### src/rtl/id_stage.sv
// Instruction-decode stage of the 5-stage MIPS pipeline: IF/ID register, register file,
// ID-stage branch/jump resolution and load-use / branch-operand hazard detection.
module id_stage #(
    parameter logic [31:0] NOP = 32'h0000_0000
) (
    input  logic        clk,
    input  logic        reset,
    input  logic [31:0] Instruction_if,
    input  logic [31:0] PC,
    input  logic        IF_flush,
    input  logic        WB_RegWrite,
    input  logic [4:0]  WB_WriteReg,
    input  logic [31:0] WB_WriteData,
    input  logic        EX_MemRead,
    input  logic        EX_RegWrite,
    input  logic [4:0]  EX_WriteReg,
    input  logic        MEM_RegWrite,
    input  logic        MEM_MemRead,
    input  logic [4:0]  MEM_WriteReg,
    input  logic [31:0] MEM_ALUResult,
    output logic        Branch,
    output logic        Jump,
    output logic [31:0] JumpAddr,
    output logic        IFWrite,
    output logic [31:0] RegData1_id,
    output logic [31:0] RegData2_id,
    output logic [31:0] Imm_id,
    output logic [4:0]  Rs_id,
    output logic [4:0]  Rt_id,
    output logic [4:0]  Rd_id,
    output logic [8:0]  Ctrl_id
);

    typedef enum logic [5:0] {
        OP_RTYPE = 6'h00,
        OP_J     = 6'h02,
        OP_BEQ   = 6'h04,
        OP_BNE   = 6'h05,
        OP_ADDI  = 6'h08,
        OP_SLTI  = 6'h0A,
        OP_ANDI  = 6'h0C,
        OP_ORI   = 6'h0D,
        OP_LW    = 6'h23,
        OP_SW    = 6'h2B
    } opcode_e;

    typedef enum logic [5:0] {
        FN_ADD = 6'h20,
        FN_SUB = 6'h22,
        FN_AND = 6'h24,
        FN_OR  = 6'h25,
        FN_SLT = 6'h2A
    } funct_e;

    typedef enum logic [2:0] {
        ALU_ADD   = 3'b000,
        ALU_SUB   = 3'b001,
        ALU_RTYPE = 3'b010,
        ALU_AND   = 3'b011,
        ALU_OR    = 3'b100,
        ALU_SLT   = 3'b101
    } aluop_e;

    typedef struct packed {
        logic   reg_dst;
        logic   alu_src;
        logic   mem_to_reg;
        logic   reg_write;
        logic   mem_read;
        logic   mem_write;
        aluop_e alu_op;
    } ctrl_t;

    logic [31:0] instr_id;
    logic [31:0] pc_id;
    logic [31:0] regs [32];

    logic [4:0]  rs;
    logic [4:0]  rt;
    logic [31:0] rs_val;
    logic [31:0] rt_val;
    logic [31:0] rs_cmp;
    logic [31:0] rt_cmp;

    ctrl_t       ctrl;
    logic        uses_rs;
    logic        uses_rt;
    logic        is_beq;
    logic        is_bne;
    logic        is_j;
    logic        zext;
    logic        is_br;
    logic        load_use;
    logic        br_ex_hazard;
    logic        br_mem_hazard;
    logic        stall;

    logic [31:0] pc4;
    logic [31:0] branch_target;
    logic [31:0] jump_target;

    // IF/ID pipeline register: flush wins over a stall hold.
    always_ff @(posedge clk or posedge reset) begin
        if (reset) begin
            instr_id <= NOP;
            pc_id    <= '0;
        end else if (IF_flush) begin
            instr_id <= NOP;
        end else if (IFWrite) begin
            instr_id <= Instruction_if;
            pc_id    <= PC;
        end
    end

    always_ff @(posedge clk or posedge reset) begin
        if (reset) begin
            for (int unsigned i = 0; i < 32; i++) begin
                regs[i] <= '0;
            end
        end else if (WB_RegWrite && WB_WriteReg != '0) begin
            regs[WB_WriteReg] <= WB_WriteData;
        end
    end

    assign rs = instr_id[25:21];
    assign rt = instr_id[20:16];

    // Register reads see a same-cycle writeback so WB never needs a separate bypass.
    always_comb begin
        rs_val = regs[rs];
        if (rs == '0) begin
            rs_val = '0;
        end else if (WB_RegWrite && WB_WriteReg == rs) begin
            rs_val = WB_WriteData;
        end
    end

    always_comb begin
        rt_val = regs[rt];
        if (rt == '0) begin
            rt_val = '0;
        end else if (WB_RegWrite && WB_WriteReg == rt) begin
            rt_val = WB_WriteData;
        end
    end

    assign rs_cmp = (MEM_RegWrite && !MEM_MemRead && MEM_WriteReg == rs && rs != '0)
                    ? MEM_ALUResult : rs_val;
    assign rt_cmp = (MEM_RegWrite && !MEM_MemRead && MEM_WriteReg == rt && rt != '0)
                    ? MEM_ALUResult : rt_val;

    always_comb begin
        ctrl    = '0;
        uses_rs = 1'b0;
        uses_rt = 1'b0;
        is_beq  = 1'b0;
        is_bne  = 1'b0;
        is_j    = 1'b0;
        zext    = 1'b0;
        unique case (instr_id[31:26])
            OP_RTYPE: begin
                unique case (instr_id[5:0])
                    FN_ADD, FN_SUB, FN_AND, FN_OR, FN_SLT: begin
                        ctrl.reg_dst   = 1'b1;
                        ctrl.reg_write = 1'b1;
                        ctrl.alu_op    = ALU_RTYPE;
                        uses_rs        = 1'b1;
                        uses_rt        = 1'b1;
                    end
                    default: ;
                endcase
            end
            OP_LW: begin
                ctrl.alu_src    = 1'b1;
                ctrl.mem_to_reg = 1'b1;
                ctrl.reg_write  = 1'b1;
                ctrl.mem_read   = 1'b1;
                ctrl.alu_op     = ALU_ADD;
                uses_rs         = 1'b1;
            end
            OP_SW: begin
                ctrl.alu_src   = 1'b1;
                ctrl.mem_write = 1'b1;
                ctrl.alu_op    = ALU_ADD;
                uses_rs        = 1'b1;
                uses_rt        = 1'b1;
            end
            OP_BEQ, OP_BNE: begin
                ctrl.alu_op = ALU_SUB;
                uses_rs     = 1'b1;
                uses_rt     = 1'b1;
                is_beq      = (instr_id[31:26] == OP_BEQ);
                is_bne      = (instr_id[31:26] == OP_BNE);
            end
            OP_ADDI, OP_SLTI, OP_ANDI, OP_ORI: begin
                ctrl.alu_src   = 1'b1;
                ctrl.reg_write = 1'b1;
                uses_rs        = 1'b1;
                unique case (instr_id[31:26])
                    OP_SLTI: ctrl.alu_op = ALU_SLT;
                    OP_ANDI: begin ctrl.alu_op = ALU_AND; zext = 1'b1; end
                    OP_ORI:  begin ctrl.alu_op = ALU_OR;  zext = 1'b1; end
                    default: ctrl.alu_op = ALU_ADD;
                endcase
            end
            OP_J: begin
                is_j = 1'b1;
            end
            default: ;
        endcase
    end

    assign is_br = is_beq || is_bne;

    assign load_use = EX_MemRead && EX_WriteReg != '0 &&
                      ((uses_rs && EX_WriteReg == rs) || (uses_rt && EX_WriteReg == rt));
    assign br_ex_hazard = is_br && EX_RegWrite && EX_WriteReg != '0 &&
                          (EX_WriteReg == rs || EX_WriteReg == rt);
    assign br_mem_hazard = is_br && MEM_MemRead && MEM_WriteReg != '0 &&
                           (MEM_WriteReg == rs || MEM_WriteReg == rt);
    assign stall = load_use || br_ex_hazard || br_mem_hazard;

    assign pc4           = pc_id + 32'd4;
    assign branch_target = pc4 + {Imm_id[29:0], 2'b00};
    assign jump_target   = {pc4[31:28], instr_id[25:0], 2'b00};

    assign IFWrite     = !stall;
    assign Ctrl_id     = stall ? '0 : ctrl;
    assign Branch      = !stall && ((is_beq && rs_cmp == rt_cmp) || (is_bne && rs_cmp != rt_cmp));
    assign Jump        = !stall && is_j;
    assign JumpAddr    = is_j ? jump_target : branch_target;
    assign RegData1_id = rs_val;
    assign RegData2_id = rt_val;
    assign Imm_id      = zext ? {16'h0000, instr_id[15:0]} : {{16{instr_id[15]}}, instr_id[15:0]};
    assign Rs_id       = rs;
    assign Rt_id       = rt;
    assign Rd_id       = instr_id[15:11];

endmodule

### config.mk
export PLATFORM = sky130hd
export DESIGN_NAME = id_stage
export DESIGN_NICKNAME = d
export VERILOG_FILES = /design/src/rtl/id_stage.sv
export SDC_FILE = /design/constraint.sdc
export NUM_CORES = 2
export LEC_CHECK = 0
export CAP_MARGIN = 25
export CORE_UTILIZATION = 35
export DETAILED_ROUTE_END_ITERATION = 10
export SLEW_MARGIN = 20
export SYNTH_ARGS = -nofsm -noshare
export SYNTH_HDL_FRONTEND = slang
export SYNTH_SLANG_ARGS = --single-unit
export TNS_END_PERCENT = 30
### constraint.sdc
create_clock -name clk -period 71.1 [get_ports clk]
set_input_delay 10.665 -clock clk [delete_from_list [all_inputs] [get_ports clk]]
set_output_delay 10.665 -clock clk [all_outputs]
set_load 0.005 [all_outputs]
# == After elaboration in Yosys (flattened, before gate mapping) ==
# Index checks and enable logic that the tools add are counted.
# op_classes
addsub,2
n_lt_le_gt_ge,4
n_eq_ne,23
mux,36
n_bitwise,5
reduce_logical,49
# op_table
operator,n
bitwise mux 1024 bit,1
2-to-1 mux 32 bit,15
binary-select mux 32 bit (select 5 bit),2
demux 32 bit (select 5 bit),1
equality test 6 bit (second input constant),7
adder 32 x 3 -> 32 bit (second input constant),1
adder 32 bit,1
equality test 32 bit,1
!= test 32 bit,1
equality test 5 bit,6
nonzero test 5 bit,5
equality test 6 x 4 -> 1 bit (second input constant),4
logical AND 1 bit,23
>= comparator 6 bit (second input constant),3
NOT 5 -> 6 bit,3
case mux 3 bit (3 select lines),2
equality test 6 x 3 -> 1 bit (second input constant),2
logical NOT 5 bit,2
2-to-1 mux 1 bit,10
OR reduction 5 bit,2
2-to-1 mux 9 bit,1
OR reduction 8 bit,1
logical OR 1 bit,7
equality test 6 x 2 -> 1 bit (second input constant),1
other kinds (12),17
# word_totals
reg_bits,1088
input_bits,151
elab_cells,153

# == Depth between registers and ports, before layout ==
# depth
word_depth,11
ltp_mapped,19
mapped_depth_nobuf,17

# == Worst setup path before layout ==
# Ideal clock, no wire load.
# synth_timing
path_type,input to output
startpoint,input WB_WriteReg[3]
endpoint,output Branch
t_arrival_ns,13.548
required_ns,60.435
path_slack_ns,46.887
path_stages,14
path_cell_list,clkbuf_1 > xnor2_1 > and4_1 > clkbuf_1 > a21oi_1 > clkbuf_1 > a221o_1 > xnor2_1 > a22oi_1 > o211ai_1 > nand4_1 > nor4_1 > nand4_1 > mux2_1
# synth_via
elab_chain_len,9
# synth_lines
element,line,text
"start, declared",12,"input logic [4:0] WB_WriteReg,"
equality test 5 bit *,142,end else if (WB_RegWrite && WB_WriteReg == rt) begin
logical AND 1 bit *,142,
2-to-1 mux 32 bit *,142,
2-to-1 mux 32 bit *,140,if (rt == '0) begin
via RegData2_id[14],26,"output logic [31:0] RegData2_id,"
2-to-1 mux 32 bit *,150,? MEM_ALUResult : rt_val;
equality test 32 bit / != test 32 bit (equally long branches),229,assign Branch = !stall && ((is_beq && rs_cmp == rt_cmp) || (is_bne && rs_cmp != rt_cmp));
logical AND 1 bit,229,
logical OR 1 bit *,229,
logical AND 1 bit *,229,
"end, declared",21,"output logic Branch,"
# Mark *: on every way through the listed nets, which the timed path passes. The rest lies on a longest branch.

# == Worst setup path in the final report ==
# layout_timing
startpoint,input WB_WriteReg[4]
endpoint,output Branch
# layout_via
elab_chain_len,9
# layout_lines
element,line
"equality test 5 bit, on equally long branches","133, 142"
"logical AND 1 bit, on equally long branches","133, 142"
"2-to-1 mux 32 bit, on equally long branches","133, 142"
"2-to-1 mux 32 bit, on equally long branches","131, 140"
"2-to-1 mux 32 bit, on equally long branches","148, 150"
equality test 32 bit / != test 32 bit (equally long branches),229
logical AND 1 bit,229
logical OR 1 bit *,229
logical AND 1 bit *,229
# Mark *: on every way between the ends. The rest lies on a longest branch, timed or not.

==> summary.txt <==
Die
  • Core Box Area: 176000 um^2
  • Ports: 306
  • Row cnt: 154
  • Die W: 424 um
  • Initial Util: 0.353
  • Die Y: 424 um
  • Die area: 180000 um^2

Critical path
  • Crit end category: output port
  • R2R Path Start: instr_id[21]
  • Worst-path fanout max: 35
  • Critical Path RT: 60.44 ns
  • Kind of critical path: primary input to output port
  • R2R Path End: pc_id[17]
  • Setup slack, reg-to-reg: 66.74 ns
  • Path depth of the worst reg2reg path: 9
  • Worst path arrival time: 16.50 ns
  • Crit start category: primary input

Yosys
  • Top cells by count, synth: 1088 x dfrtp_1, 1026 x mux2_2, 465 x mux4_2
  • Post-synthesis sequential area ratio: 0.437
  • Multiplexer area fraction after synthesis: 0.377
  • Post-synth EDFFs: 0
  • Mapped Area: 62300 um^2
  • Synth Warn #: 0
  • Synth Area in Adders: 0.00590
  • Synth Register Bits: 1088
  • Synthesized instance count: 4668
  • Largest family of logic cells by synthesized area: multiplexers
  • Synth top area share: 0.437
  • Main synth FF type: dfrtp_1
  • Dominant cells by area after synthesis: dfrtp_1 44%, mux2_2 19%, mux4_2 17%
  • Net Count, Synth: 4847
  • Share of synthesized registers carrying an async set or reset: 1.00
  • Avg Synthesized Cell Area: 13.4 um^2
  • Post-Synth Simple-Gate Area: 0.0426
  • Post-Synth XOR/XNOR Area: 0.0165
  • Most frequent cell after synthesis: dfrtp_1
  • Area leader, netlist: dfrtp_1
  • Yosys cell types: 89
  • Synth Area in Compound Gates: 0.0740

Worst hold path
  • Min-delay src: regs[1020]
  • Hold Path Depth: 0
  • Hold-critical path endpoint: regs[1020]
  • Hold crit path type: flip-flop to flip-flop

Final layout
  • Multi-input logic area: 32400 um^2
  • Area Overhead vs Synth: 14.6%
  • Register area: 27300 um^2
  • Nets: 4905
  • Fill cells: 16400
  • Final non-filler cell area: 71400 um^2
  • Share of cells above drive strength 1: 0.402

Global routing
  • First-pass GRT wire length: 342000 um
  • Largest net degree at the start of global routing: 111
  • Initial antenna violation count: 15
  • Vias in the first global route: 44400
  • Total track usage: 0.265
  • Global-route congestion overflow total: 0

CTS
  • Max H-tree Level: 3
  • Num CTS Buffers: 120
  • Post-CTS Setup Inserts: 0
  • Worst-Skew Late Latency: 0.78 ns
  • Max clock buf depth: 3
  • CTS Sinks: 1088
  • Hold_buf cts: 0
  • TritonCTS clock tree: done
  • CTS root buf: clkbuf_16
  • CTS clk-pin slew, worst paths: 0.06 ns
  • CTS resizes: 0

Outcome
  • Status: finished with violations
  • Violated checks: DRC

Drt
  • Met1 Wirelength: 92500 um
  • Routed vias: 44700
  • WL final: 240000 um
  • First-pass DRT Iterations: 11
  • Met3 wire len: 20000 um
  • Via-to-Cell Ratio: 6.23
  • Iteration-0 DRC Markers: 4814
  • DR WL/cell: 33.5 um
  • WL met2: 109000 um
  • Number of antenna-violating nets in the routed design: 0
  • Top layer reached by signal wires: met5
  • Drt drc: 58

Power
  • Net Sw Power: 0.000577 W
  • Peak VDD IR: 0.0211 mV
  • PwrDens: 27.3 nW/um^2
  • P_int: 0.00137 W
  • Comb pwr share: 0.238
  • Sw frac: 0.296
  • Cell leakage power: 29.5 nW
  • Seq pwr share: 0.421
  • Power share of the clock group: 0.341

Timing
  • Min Tclk post-route: 27.16 ns
  • Worst-Margin Slew: 1.21 ns
  • Slew HR: 0.191
  • Max Freq: 36.8 MHz
  • Final period util: 0.382
  • Clock Skew: 0.0323 ns
  • Fin. Hold Viols: 0
  • Min Hold Slack: 0.393 ns
  • Slew Limit Fails: 0
  • RSZ-0062 raised after global routing: no
  • # setup viols final: 0
  • Setup TNS Final: 0 ns

Place
  • Cell Area, Placed: 67100 um^2
  • Hpwl dp: 153000 um
  • Routability congestion estimate from global placement: 1.01
  • # port buffers: 305

Run
  • Max_cap viols: 0
stage by stage:
| stage | total power [W] | setup slack [ns] | utilization | cells |
|---|---|---|---|---|
| 2_1_floorplan | 0.00112 | 29.80 | - | 4668 |
| 3_3_place_gp | 0.00127 | 44.19 | 0.380 | 6938 |
| 3_5_place_dp | 0.00129 | 44.08 | 0.380 | 6940 |
| 4_1_cts | 0.00195 | 44.06 | 0.404 | 7164 |
| 5_1_grt | 0.00202 | 43.79 | 0.405 | 7172 |
| 6_report | 0.00195 | 43.94 | 0.405 | 7174 |
cell type report:
type	count	area share
clock buffer	179	0.0509
sequential	1088	0.382
clock inverter	45	0.00776
multi-input combinational	2990	0.454
antenna	6	0.000210
inverter	67	0.00363
timing repair buffer	459	0.0603
tap	2340	0.0410
power groups by stage:
stage / logic, W / clock network [W] / registers [W]
final: 0.000464 / 0.000664 / 0.000820
after global placement: 0.000452 / 0 / 0.000820
after global routing: 0.000488 / 0.000697 / 0.000835
after floorplan: 0.000322 / 0 / 0.000799
after CTS: 0.000460 / 0.000672 / 0.000816
after detailed placement: 0.000458 / 0 / 0.000827
per-layer routing:
metal | global-route usage | vias to the layer above
met1 | 0.336 | 23800
met3 | 0.0538 | 600
met4 | 0.181 | 10
met2 | 0.406 | 2367
li1 | - | 17900
met5 | 0 | -
logic make-up after synthesis:
group / count (synthesis)
AOI/OAI and AO/OA: 667
xor gates and xnor gates: 114
adders and majority gates: 29
buffers and inverters: 590
DFF: 1088
muxes: 1617
and+or+nand+nor: 563
layout by cell type, fill, tap and decap left out, types with 15 or more instances in the layout:
cell,netlist,final
clkinv_2,0,21
a221oi_1,35,35
mux2i_1,112,112
clkdlybuf4s50_1,0,302
nor2_4,0,19
clkbuf_16,0,122
xor2_1,29,29
nor3_1,49,49
a221o_1,15,15
o21ai_0,81,78
nand2_1,214,198
a22oi_1,137,137
nor2_1,123,103
inv_1,60,59
a21oi_1,131,129
a22o_1,28,28
mux2_2,1026,1026
xnor2_1,83,83
dfrtp_1,1088,1079
o211ai_1,27,27
and2_1,18,16
buf_4,77,145
nand3_1,33,33
and3_1,16,16
nand4_1,20,20
ha_1,27,27
clkbuf_8,0,37
clkbuf_1,291,20
nand2_2,0,16
o22ai_1,76,76
mux4_2,465,465
a211oi_1,23,23
worst max path at each step:
stage / cells past startpoint / end / from
CTS: 14 / Branch / WB_WriteReg[4]
global route: 14 / Branch / WB_WriteReg[4]
floorplan: 1 / instr_id[0] / reset
global placement: 14 / Branch / WB_WriteReg[3]
detailed placement: 14 / Branch / WB_WriteReg[4]
finish: 14 / Branch / WB_WriteReg[4]
worst max-delay path, cell delays in order:
cell,delay [ns]
clkdlybuf4s50_1,0.77
xnor2_1,0.18
nand4_1,0.65
or2_2,0.93
a211oi_1,0.58
xor2_1,0.12
o21ai_0,0.18
a21oi_1,0.13
a211oi_1,0.49
nand4_1,0.15
nor4_1,0.30
nand4_1,0.42
mux2_1,0.45
clkdlybuf4s50_1,0.44
sequential cells by signal (all words and copies together) (netlist names):
signal    cells
regs       1024
instr_id     32
pc_id        32
No activity file was read; power rests on OpenSTA's default activity.
